[config.mk]
export PLATFORM = sky130hd
export DESIGN_NAME = rx_ltssm
export DESIGN_NICKNAME = d
export VERILOG_FILES = /design/src/rtl/rx_ltssm.sv
export SDC_FILE = /design/constraint.sdc
export NUM_CORES = 1
export LEC_CHECK = 0
export ABC_AREA = 1
export CORE_ASPECT_RATIO = 1.25
export CORE_MARGIN = 10
export CORE_UTILIZATION = 38
export DETAILED_ROUTE_END_ITERATION = 10
export PLACE_DENSITY = 0.91
export SLEW_MARGIN = 20
export SYNTH_ARGS = -nofsm -noshare
export SYNTH_HDL_FRONTEND = slang
export SYNTH_SLANG_ARGS = --single-unit
export TNS_END_PERCENT = 50
[constraint.sdc]
create_clock -name Pclk -period 1.55 [get_ports Pclk]
set_input_delay 0.31 -clock Pclk [delete_from_list [all_inputs] [get_ports Pclk]]
set_output_delay 0.31 -clock Pclk [all_outputs]
set_load 0.1 [all_outputs]
[src/rtl/rx_ltssm.sv]
// rx_ltssm: RX-side LTSSM slave; qualifies ordered sets, counts and times out.
// RX_LTSSM_TIMEOUT_EN enables the 24 ms / 2 ms state timers.
module rx_ltssm #(
  parameter int DEVICETYPE   = 0,
  parameter int LANESNUMBER  = 16,
  parameter int T24MS_CYCLES = 3000000,
  parameter int T2MS_CYCLES  = 250000
) (
  input  logic                   Pclk,
  input  logic                   Reset,
  input  logic [3:0]             SetRXState,
  output logic                   RXFinishFlag,
  output logic [3:0]             RXExitTo,
  input  logic                   OSValid,
  input  logic [2:0]             OSType,
  input  logic [7:0]             OSLinkNum,
  input  logic [7:0]             OSLaneNum,
  input  logic [LANESNUMBER-1:0] OSLaneMask,
  input  logic [LANESNUMBER-1:0] DetectLanes,
  input  logic [7:0]             ReadLinkNum,
  output logic [7:0]             WriteLinkNum,
  output logic                   WriteLinkNumFlag
);

  typedef enum logic [3:0] {
    DetectQuiet      = 4'h0,
    DetectActive     = 4'h1,
    PollingActive    = 4'h2,
    PollingConfig    = 4'h3,
    CfgLWStart       = 4'h4,
    CfgLWAccept      = 4'h5,
    CfgLaneNumWait   = 4'h6,
    CfgLaneNumActive = 4'h7,
    CfgComplete      = 4'h8,
    CfgIdle          = 4'h9,
    L0               = 4'hA,
    Idle             = 4'hF
  } ltssm_t;

  localparam logic [7:0] Pad = 8'hF7;
  localparam bit IsUp = (DEVICETYPE != 0);

  ltssm_t     State;
  logic [3:0] ConsecCnt;
  logic       Done;
  logic [7:0] prevLink;

  logic       change, lanesOk, match, hit, fire, timeout;
  logic       isTS1, isTS2, isIdle, linkPad, lanePad, linkOk;
  logic       rule, wlFire;
  logic [3:0] need;
  ltssm_t     target;
  logic [4:0] cntInc;
  logic [3:0] cntNxt;
  logic [3:0] exitNxt;
  logic [7:0] wlNxt;

  assign change  = (SetRXState != State);
  assign lanesOk = ((OSLaneMask & DetectLanes) == DetectLanes);
  assign isTS1   = (OSType == 3'd0);
  assign isTS2   = (OSType == 3'd1);
  assign isIdle  = (OSType == 3'd4);
  assign linkPad = (OSLinkNum == Pad);
  assign lanePad = (OSLaneNum == Pad);
  assign linkOk  = (OSLinkNum == ReadLinkNum);

  always_comb begin
    rule   = 1'b0;
    need   = 4'd8;
    target = DetectQuiet;
    unique case (1'b1)
      (State == PollingActive): begin
        rule   = (isTS1 | isTS2) & linkPad & lanePad;
        target = PollingConfig;
      end
      (State == PollingConfig): begin
        rule   = isTS2 & linkPad & lanePad;
        target = CfgLWStart;
      end
      (State == CfgLWStart): begin
        need   = 4'd2;
        target = CfgLWAccept;
        // Upstream adopts whatever link number the partner keeps sending
        if (IsUp)
          rule = isTS1 & ~linkPad &
                 ((ConsecCnt == 4'd0) | (OSLinkNum == prevLink));
        else
          rule = isTS1 & linkOk;
      end
      (State == CfgLWAccept): begin
        need   = 4'd2;
        rule   = isTS1 & linkOk & ~lanePad;
        target = CfgLaneNumWait;
      end
      (State == CfgLaneNumWait): begin
        need   = 4'd2;
        rule   = isTS1 & linkOk & ~lanePad;
        target = CfgLaneNumActive;
      end
      (State == CfgLaneNumActive): begin
        need   = 4'd2;
        rule   = (IsUp ? isTS2 : isTS1) & linkOk & ~lanePad;
        target = CfgComplete;
      end
      (State == CfgComplete): begin
        rule   = isTS2 & linkOk;
        target = CfgIdle;
      end
      (State == CfgIdle): begin
        rule   = isIdle;
        target = L0;
      end
      default: ;
    endcase
  end

  assign match  = OSValid & lanesOk & rule;
  assign cntInc = {1'b0, ConsecCnt} + 5'd1;
  assign hit    = match & (cntInc == {1'b0, need});
  assign fire   = ~change & ~Done & (hit | timeout);
  assign wlFire = fire & hit & IsUp & (State == CfgLWStart);

  always_comb begin
    cntNxt = ConsecCnt;
    if (change)
      cntNxt = 4'd0;
    else if (OSValid)
      cntNxt = match ? ((ConsecCnt == 4'hF) ? 4'hF : cntInc[3:0])
                     : 4'd0;
  end

  always_comb begin
    exitNxt = RXExitTo;
    wlNxt   = WriteLinkNum;
    if (fire)
      exitNxt = hit ? 4'(target) : 4'(DetectQuiet);
    if (wlFire)
      wlNxt = OSLinkNum;
  end

  always_ff @(posedge Pclk) begin
    if (!Reset) begin
      State            <= Idle;
      ConsecCnt        <= 4'd0;
      Done             <= 1'b0;
      prevLink         <= 8'd0;
      RXFinishFlag     <= 1'b0;
      RXExitTo         <= 4'(DetectQuiet);
      WriteLinkNum     <= 8'd0;
      WriteLinkNumFlag <= 1'b0;
    end else begin
      State            <= ltssm_t'(SetRXState);
      ConsecCnt        <= cntNxt;
      Done             <= change ? 1'b0 : (Done | fire);
      prevLink         <= match ? OSLinkNum : prevLink;
      RXFinishFlag     <= fire;
      RXExitTo         <= exitNxt;
      WriteLinkNum     <= wlNxt;
      WriteLinkNumFlag <= wlFire;
    end
  end

`ifdef RX_LTSSM_TIMEOUT_EN
  localparam logic [23:0] Lim24 = 24'(T24MS_CYCLES - 1);
  localparam logic [23:0] Lim2  = 24'(T2MS_CYCLES - 1);

  logic [23:0] Timer;
  logic [23:0] limit;
  logic        timed;

  always_comb begin
    timed = 1'b1;
    limit = Lim2;
    unique case (1'b1)
      (State == PollingActive),
      (State == PollingConfig),
      (State == CfgLWStart):  limit = Lim24;
      (State == CfgLWAccept),
      (State == CfgLaneNumWait),
      (State == CfgLaneNumActive),
      (State == CfgComplete),
      (State == CfgIdle):     limit = Lim2;
      default:                timed = 1'b0;
    endcase
  end

  assign timeout = timed & (Timer == limit);

  always_ff @(posedge Pclk) begin
    if (!Reset)
      Timer <= 24'd0;
    else if (change)
      Timer <= 24'd0;
    else if (timed & ~Done & (Timer != limit))
      Timer <= Timer + 24'd1;
  end
`else
  assign timeout = 1'b0;
`endif

endmodule

# Word-level counts from Yosys, hierarchy flattened
# Cells that the tools add are included.
# totals
regBits	14
elab_cells	52
output_inout_bits	14
input_bits	66
# classes
eq_ne	17
n_addsub	1
mux	6
reduce_logical	4
bitwise_logic	19
# ops
op	count
$pmux 4 s8	1
$and 16x16->16	1
$eq 16x16->1	1
$eq 4x3->1 const B	4
$eq 8x8->1 const B	2
$mux 4	4
$and 1x1->1	12
$eq 4x4->1 const B	3
$eq 4x2->1 const B	2
$eq 8x8->1	1
$pmux 1 s6	1
$add 4x1->5 const B	1
$eq 5x4->1	1
$ne 4x4->1	1
$not 1->1	4
$reduce_or 4->1	1
$eq 3x1->1 const B	1
$eq 3x3->1 const B	1
$logic_not 3->1	1
$reduce_or 3->1	1
$or 1x1->1	2
$reduce_or 2->1	1

# Longest topological paths before layout
# depth
depth_word	9
mapped_depth	12
ltp_nobuf	12

# Least setup slack after synthesis
# Ideal clock, no wire load.
# synth_path
path_kind	register -> register
startpoint	reg ConsecCnt[0]
endpoint	reg RXExitTo[0]
n_path_buf	0
period_less_slack_ns	1.431
path_slack_ns	0.119
setup_time_ns	0.113
path_stages_with_launch	11
arrival_time_ns	1.318
required_ns	1.437
path_cell_list	dfxtp_1 > ha_1 > inv_1 > nor2_1 > nand3_1 > nand2_1 > inv_2 > nor2_4 > nand3_4 > nor2_1 > nor2_1
# synth_via
elab_chain_len	4
# synth_lines
item	line_no	source
start, declared	44	logic [3:0] ConsecCnt;
start signal, assigned	153	ConsecCnt <= cntNxt;
$add 4x1->5 (*)	118	assign cntInc = {1'b0, ConsecCnt} + 5'd1;
$eq 5x4->1 (*)	119	assign hit = match & (cntInc == {1'b0, need});
$and 1x1->1 (*)	119	
$mux 4 / $and 1x1->1 (equally long branches)	136, 120	
end signal, assigned	148	RXExitTo <= 4'(DetectQuiet);
end signal, assigned	157	RXExitTo <= exitNxt;
end, declared	13	output logic [3:0] RXExitTo,
# Mark *: on every way between the ends. The rest lies on a longest branch, timed or not.
# A chain may end at the register's enable or synchronous reset.

# Final worst setup path
# layout_path
startpoint	in OSLaneMask[13]
endpoint	reg ConsecCnt[0]
# layout_via
elab_chain_len	5
# layout_lines
item	line_no	source
start, declared	18	input logic [LANESNUMBER-1:0] OSLaneMask,
$and 16x16->16	59	assign lanesOk = ((OSLaneMask & DetectLanes) == DetectLanes);
$eq 16x16->1	59	
$and 1x1->1 (2 in series)	117	assign match = OSValid & lanesOk & rule;
$mux 4	128	cntNxt = match ? ((ConsecCnt == 4'hF) ? 4'hF : cntInc[3:0])
# No other way between the ends.

==> run metrics <==
clock sink count 14; ratio of cells with drive above 1 in the final layout roughly 18%; gr usage total between 10% and 20%; post-synthesis sequential area ratio 20.8%; status finished, violations left; # fillers around 270; Synth Warn # 0; EDFF count, synth 0; area grow syn2layout 74.8%; placed instance count 361; HP Class reg -> reg; initial antenna violation count 0; Crit Path Class in -> reg; failing checks negative setup slack; number of I/O pins 80; num rows 24; Worst path depth 10; Reg clk slew, reported paths 0.06 ns; Yosys cell types 25; H-tree Lvls 1; critical path's slowest cell clkdlybuf4s50_1; core footprint between 0.003 and 0.004 mm2; Non-Filler Instances about 370; FF-to-FF End RXExitTo[2]$_SDFFE_PN0P_; crit path DAT 1.73 ns; synth top area cells nand2_1 (21%), dfxtp_1 (21%), inv_1 (15%); Final Skew between 0.0003 and 0.0004 ns; die area 0.00634 mm2; Starting DRT DRC Count 39; Post-Route WL 4.48 mm; Tcrit/Tclk final 101%; Num CTS Buffers 3; count of final hold-check violations 0; final worst slack -0.0147 ns; Starting Density between 30% and 40%; first-pass GRT wire length 6.82 mm; fmax roughly 640 MHz; RSZ-0062 raised after global routing yes; Place WS -0.312 ns; Leakage ~1.4 nW; Tmin final 1.56 ns; cell count of the worst reg-to-reg path 12; CP required 1.71 ns; # setup viols final 1; Critical Path Sink Type register; Final #Nets 398; max-slew violations 0; Finished Core Util 68.2%; Placed Instance Area 0.00215 mm2; Die Span Y 86.6 um; DR vias/cell ~4.7; Overflow after GRT 0; R2R Setup Slk 0.02 ns; CTS tree yes; CP delay by family, top buffers and inverters; synth cell count leaders nand2_1 (77), inv_1 (53), nor2_1 (37), nand3_1 (16), dfxtp_1 (14); CTS max path bufs 2; slowest cell delay on critical path 0.45 ns; Worst Setup EP ConsecCnt[0]$_SDFFE_PP0P_; HPWL Detailed ~3.4 mm; Worst VDD drop 0.000535 V; # DRC 0; vias after detailed routing 1718; crit-path cells clkdlybuf4s50_1, inv_1, nand2_1, o21ai_1, nor2_1, o211ai_1, nor2_8, buf_4, nand3_1, a21oi_1; n_diodes 0; Pwr Density 480 mW/mm2; vias in the first global route 1682; max-cap viol count 0; Synth async-reset ratio 0%; Synth top area share ~21%; Mean Syn Cell Area 5.43 um2; WL/cell 12.1 um; Die Wd about 73 um; worst-path fanout max 6; port bufs 70; most frequent cell after synthesis nand2_1; Design Area, Final around 0.0024 mm2; Syn Inst Count 248; Routability Congestion 0.809; Detailed Routing Iterations Pass 1 4; Critical path buffers and inverters 3; largest net degree at the start of global routing 9; area leader, netlist nand2_1; DRT antenna net count 0; reg2reg start ConsecCnt[0]$_SDFFE_PP0P_; clk_lat worst skew 0.25 ns; Synth Cell Area between 0.001 and 0.0015 mm2; Top FF cell, synth dfxtp_1; hold slack 0.497 ns; Root Driver clkbuf_8; Yosys reg bits 14; Critical path origin OSLaneMask[13]; crit start category primary input
cells by family (layout without fill, tap and decap cells):
group / after synthesis / after routing / share of synthesized area [%]
other: 1 / 9 / 0.278
adders and majority gates: 1 / 1 / 0.928
and+or+nand+nor: 145 / 146 / 47.8
xor gates and xnor gates: 4 / 4 / 2.60
buffers and inverters: 67 / 140 / 21.2
AOI/OAI and AO/OA: 16 / 16 / 6.41
DFF: 14 / 14 / 20.8
metrics by stage:
step           power [W]  setup TNS [ns]
2_1_floorplan   0.000597               0
3_3_place_gp    0.000767           -2.01
3_5_place_dp    0.000776           -2.33
4_1_cts          0.00113         -0.0291
5_1_grt          0.00118          -0.557
6_report         0.00113         -0.0147
flip-flops by register name, indices dropped and copies added (netlist names):
name and cells:
ConsecCnt 4, RXExitTo 4, State 4, Done 1
RXFinishFlag 1
worst min-delay path by stage:
| stage | from | endpoint | slack (ns) | depth (start not counted) |
|---|---|---|---|---|
| detailed placement | Done$_SDFF_PP0_ | Done$_SDFF_PP0_ | 0.48 | 2 |
| global route | Done$_SDFF_PP0_ | Done$_SDFF_PP0_ | 0.52 | 2 |
| floorplan | SetRXState[0] | State[0]$_SDFF_PN1_ | 0.42 | 1 |
| global placement | Done$_SDFF_PP0_ | Done$_SDFF_PP0_ | 0.45 | 2 |
| finish | Done$_SDFF_PP0_ | Done$_SDFF_PP0_ | 0.50 | 2 |
| CTS | Done$_SDFF_PP0_ | Done$_SDFF_PP0_ | 0.48 | 2 |
per-layer routing:
| layer | global-route usage (%) | share of wire (%) | vias up |
|---|---|---|---|
| met2 | 23.4 | 53 | 71 |
| met1 | 12.3 | 37 | 754 |
| li1 | - | - | 883 |
| met3 | 5.15 | 9.3 | 10 |
| met4 | 4.50 | 1.4 | 0 |
| met5 | 0 | 0 | - |
layout make-up:
cell class                      count  area [um2]  area share, %
Clock buffer                        4        55.1           2.34
Inverter                           58         218           9.24
Multi-Input combinational cell    176         887           37.7
Sequential cell                    14         283           12.0
Tap cell                           39        48.8           2.07
Timing Repair Buffer               78         865           36.7
placed cells by master (no fill, tap or decap), types with 2 or more instances in the layout:
cell type and n:
buf_4 8, a21oi_2 2, nand2_1 70, nor2_4 2
or2_2 4, clkbuf_8 4, dlymetal6s2s_1 22, clkdlybuf4s50_1 42
nand3_2 3, a21oi_1 4, o21ai_0 5, dfxtp_2 2
nand2_2 8, inv_1 50, conb_1 9, nand3_1 15
inv_2 8, dfxtp_1 12, nand4_1 3, buf_12 5
xor2_1 4, o21ai_1 2, nor2_1 30, nor2_2 7
worst min-delay path, cell delays in order, from the launching register on:
cell     delay (ns)
dfxtp_1        0.30
inv_1          0.07
a21oi_1        0.07
what timing repair did:
action | in CTS | in global routing
setup buffers | 0 | 3
endpoints found under the setup margin | 5 | 10
gates resized for setup | 11 | 39
pin swaps | 5 | 33
gates cloned | 1 | 0
hold buffers | 0 | 0
where the power goes:
part	internal, W	total, W	switching (W)
Sequential	0.000366	0.000374	0.00000822
Clock	0.000225	0.000357	0.000131
Combinational	0.000186	0.000400	0.000215
Total	0.000776	0.00113	0.000354
No activity file was read; power rests on OpenSTA's default activity.
==> patch 1 (same settings) <==
`LANESNUMBER`: 16 -> 32.
--- a/src/rtl/rx_ltssm.sv
+++ b/src/rtl/rx_ltssm.sv
@@ -4,3 +4,3 @@
   parameter int DEVICETYPE   = 0,
-  parameter int LANESNUMBER  = 16,
+  parameter int LANESNUMBER  = 32,
   parameter int T24MS_CYCLES = 3000000,
Interface: changed (resized DetectLanes and OSLaneMask); port bits go from 80 to 112. No check against the original RTL was run, so the function may have changed too.
==> patch 1 against the original RTL <==
- the run still ends with negative setup slack left
- worst setup slack improved by 12 ps
- non-clock buffer count increased by 33
- wire length increased by 28%
- hold slack got worse by 72 ps
- cell area increased by 21%
- synthesized area increased by 11%
- register-to-register slack improved by 30 ps
- total power increased by 8.6%
- global-route usage increased by 2.8 points
- sequential cell count unchanged
- clock skew increased by 1.8 ps
- critical endpoint is now RXExitTo[0]
- highest routed layer unchanged
==> patch 1: results (changes against the original RTL) <==
* Initial antenna violation count at 0 (unchanged)
* R2R cell count at 11 (-1)
* Final Net Count at 502 (+26%)
* Met2 WL at 3450 um (+46%)
* Synth cell types at 26 (+4.0%)
* First-pass GRT wire length at 8910 um (+31%)
* GP Congestion at 0.880 (+8.7%)
* DP Wirelength at 4780 um (+39%)
* Pre-CTS setup slack at -345 ps (-33.4 ps)
* R2r startpoint: ConsecCnt[0]
* Wire length on met1 at 2020 um (+23%)
* Initial drt markers at 81 (+110%)
* H-tree depth at 1 (unchanged)
* Max Clock Skew at 2.15 ps (+1.76 ps)
* R2R setup slack at 50 ps (+30 ps)
* Wire length on met3 at 197 um (-53%)
* Seq/Total Area, Yosys at 18.7% (-2.1 points)
* Vias per inst at 4.27 (-8.3%)
* Crit path DAT at 1750 ps (+20 ps)
* Final setup vio count at 2 (+1)
* Tot GR Track Use at 15.6% (+2.8 points)
* Placed Area at 2660 um2 (+24%)
* Status: finished, violations left
* Vias in the first global route at 1941 (+15%)
* Peak supply drop at 0.561 mV (+5.0%)
* Worst setup margin at -2.27 ps (+12.4 ps)
* Crit-path max FO at 7 (+1)
* Crit-path leading delay family: simple AND/OR/NAND/NOR gates
* Hold Path Class: in2reg
* Reg2reg end: RXExitTo[0]
* Failing checks: negative setup slack
* Top post-synthesis cells by area: nand2_1, dfxtp_1, inv_1
* PortBufs at 102 (+46%)
* Worst Hold Launch: SetRXState[0]
* Highest cell delay on the worst timing path at 400 ps (-50 ps)
* Share of layout cells above drive strength 1 at 14.4% (-3.1 points)
* Routed len/inst at 12.5 um (+3.3%)
## patch 1: power breakdown
part	switching, uW	leakage [uW]	total (uW)	internal, uW
combinational	242	0.00161	495	253
sequential	7.52	0.000115	373	366
clock	135	0.0000288	360	226
## patch 1: worst reg2reg max path, cell delays in order, from the launching register on
cell and delay [ps]:
dfxtp_2 340, ha_4 270, inv_1 40, nor2_1 80, nand3_1 80, nand2_1 80
inv_2 40, nor2_4 170, nand3_4 120, nand2_2 90, nand2_2 50, nor2_2 90
## patch 1: cell families (layout without fill, tap and decap cells)
logic type               count (synthesis)  after routing  share of synthesized area, %
AO/OA/AOI/OAI                           17             17                          6.25
XOR/XNOR                                 5              5                          2.92
AND/OR/NAND/NOR                        168            169                          48.6
other                                    1              9                         0.250
flip-flops                              14             14                          18.7
buffers and inverters                   81            187                          22.5
adder cells (fa/ha/maj)                  1              1                         0.833
## patch 1: layout make-up
class,count,area [um2]
fill,307,925
sequential,14,283
clock buffer,4,55.1
multi-input combinational,201,995
inverter,72,270
tap,54,67.6
timing repair buffer,111,1190
## patch 1: repair_timing
item | CTS | global route
pin swaps | 22 | 49
cloned | 1 | 0
endpoints found under the setup margin | 5 | 10
resized for setup | 28 | 50
buffers inserted | 1 | 1
endpoints found under the hold margin | 0 | 0
## patch 1: worst max-delay path by stage
stage	to	slack (ps)	startpoint	depth (start not counted)
floorplan	RXExitTo[0]	120	ConsecCnt[0]	10
global placement	RXExitTo[2]	-300	OSLaneMask[22]	12
detailed placement	RXExitTo[3]	-350	OSLaneMask[31]	13
CTS	RXExitTo[3]	-5	ReadLinkNum[0]	13
global route	RXExitTo[1]	-140	ConsecCnt[1]	10
finish	RXExitTo[0]	-2	DetectLanes[31]	12
## patch 1: layer usage
layer / vias up / track usage [%]
li1: 1058 / -
met1: 842 / 14.4
met2: 42 / 33.0
met3: 5 / 2.79
met4: 0 / 3.73
met5: - / 0
## patch 1: stage by stage
stage	instances	hold slack [ps]	TNS [ps]	power (uW)
after floorplan	295	417	0	620
after global placement	449	452	-2430	879
after detailed placement	449	452	-2710	890
after CTS	455	427	-5.49	1230
after global routing	456	433	-524	1290
final	456	425	-2.89	1230
==> patch 2 (same settings) <==
Made on the original files. Remove the register `RXFinishFlag`: a continuous assignment takes its place, so the output `RXFinishFlag` follows one clock earlier.
--- a/src/rtl/rx_ltssm.sv
+++ b/src/rtl/rx_ltssm.sv
@@ -146,3 +146,2 @@
       prevLink         <= 8'd0;
-      RXFinishFlag     <= 1'b0;
       RXExitTo         <= 4'(DetectQuiet);
@@ -155,3 +154,2 @@
       prevLink         <= match ? OSLinkNum : prevLink;
-      RXFinishFlag     <= fire;
       RXExitTo         <= exitNxt;
@@ -161,2 +159,4 @@
   end
+
+  assign RXFinishFlag = fire;
 
Check against the original RTL: not equivalent (Yosys sat finds a counterexample within 4 cycles, from zero or initial values and one cycle with Reset low).
==> patch 2 against the original RTL <==
- global-route usage up 1.8 points
- wire length up 5.6%
- total power down 6.6%
- cell area down 1.5%
- worst setup slack worse by 500 ps
- clock power down 11%
- synthesized area down 1.3%
- fmax down 24%
- sequential cell count down 1
- the run still ends with negative setup slack left
- register-to-register slack worse by 450 ps
==> patch 2: results (changes against the original RTL) <==
* R2R cell count at 16 (+4)
* DP Wirelength at 3780 um (+9.5%)
* Vias per inst at 4.57 (-1.8%)
* Final Net Count at 413 (+3.8%)
* Routed len/inst at 12.4 um (+2.0%)
* Crit path DAT at 1750 ps (+20 ps)
* R2R setup slack at -430 ps (-450 ps)
* Vias in the first global route at 1729 (+2.8%)
* Final setup vio count at 10 (+9)
* R2r startpoint: ConsecCnt[1]
* Top post-synthesis cells by area: nand2_1, dfxtp_1, inv_1
* GP Congestion at 0.876 (+8.3%)
* Peak supply drop at 0.524 mV (-2.0%)
* First-pass GRT wire length at 7420 um (+8.7%)
* Crit-path leading delay family: simple AND/OR/NAND/NOR gates
* Reg2reg end: RXExitTo[0]
* Finished Layout Cells at 382 (+3.5%)
* Synth cell types at 24 (-4.0%)
* Failing checks: negative setup slack
* Share of layout cells above drive strength 1 at 17.7% (+0.11 points)
* M3 GR Usage at 3.92% (-1.2 points)
* Placed Area at 2210 um2 (+2.9%)
* Pre-CTS setup slack at -501 ps (-189 ps)
* Final TNS setup at -3040 ps (-3020 ps)
* Status: finished, violations left
* Met2 Track Usage GR at 27.3% (+3.8 points)
* Seq/Total Area, Yosys at 19.6% (-1.2 points)
* Max Clock Skew at 7.07 ps (+6.68 ps)
* Synth Area per Inst at 5.32 um2 (-2.1%)
* Final core utilization at 70.7% (+2.5 points)
* Top cells by count, synth: nand2_1, inv_1, nor2_1
* Worst setup margin at -514 ps (-500 ps)
* Crit path to: RXFinishFlag
* Tot GR Track Use at 14.5% (+1.8 points)
[patch 2: cell types whose count changed after synthesis, sizes merged, moves of 3 or more]
cell,delta
inv,+6
nand3,-3
nor2,-3
o22ai,+3
or2,-4
[patch 2: final cells by class]
cell class	instances	share of cell area, %
clock buffer	4	1.94
sequential	13	11.3
tap	37	1.99
timing repair buffer	94	39.0
multi-input combinational	170	35.2
inverter	64	10.5
[patch 2: routing by layer]
layer / up-vias / routed length, um
met5: - / 0
met1: 758 / 1870
met4: 0 / 132
li1: 907 / -
met3: 13 / 297
met2: 68 / 2430
[patch 2: cell families after synthesis]
family                     after synthesis  share of synthesized area (%)
adders and majority gates                1                          0.941
and+or+nand+nor                        137                           44.1
xor gates and xnor gates                 4                           2.63
DFF                                     13                           19.6
AOI/OAI and AO/OA                       19                           7.90
other                                    1                          0.282
buffers and inverters                   75                           24.6
[patch 2: power by group]
| group | internal [uW] | switching, uW |
|---|---|---|
| Combinational | 174 | 215 |
| Sequential | 340 | 7.97 |
| Clock | 182 | 137 |
[patch 2: worst min-delay path by stage]
| stage | end | slack [ps] | cells past startpoint | from |
|---|---|---|---|---|
| after floorplan | State[0] | 390 | 2 | SetRXState[0] |
| final | State[3] | 410 | 3 | SetRXState[3] |
| after global placement | Done | 450 | 2 | Done |
| after CTS | State[3] | 410 | 3 | SetRXState[3] |
| after detailed placement | Done | 460 | 2 | Done |
| after global routing | State[3] | 440 | 3 | SetRXState[3] |
[patch 2: repair_timing]
item                       in CTS  in global routing
setup buffers                   8                  2
resized for setup              47                  2
setup endpoints to repair       9                 10
pin swaps                      26                  2
[patch 2: worst min-delay path: cells and delay by family]
family	cells	cell delay (ps)
buffers and inverters	2	280
and+or+nand+nor	1	50
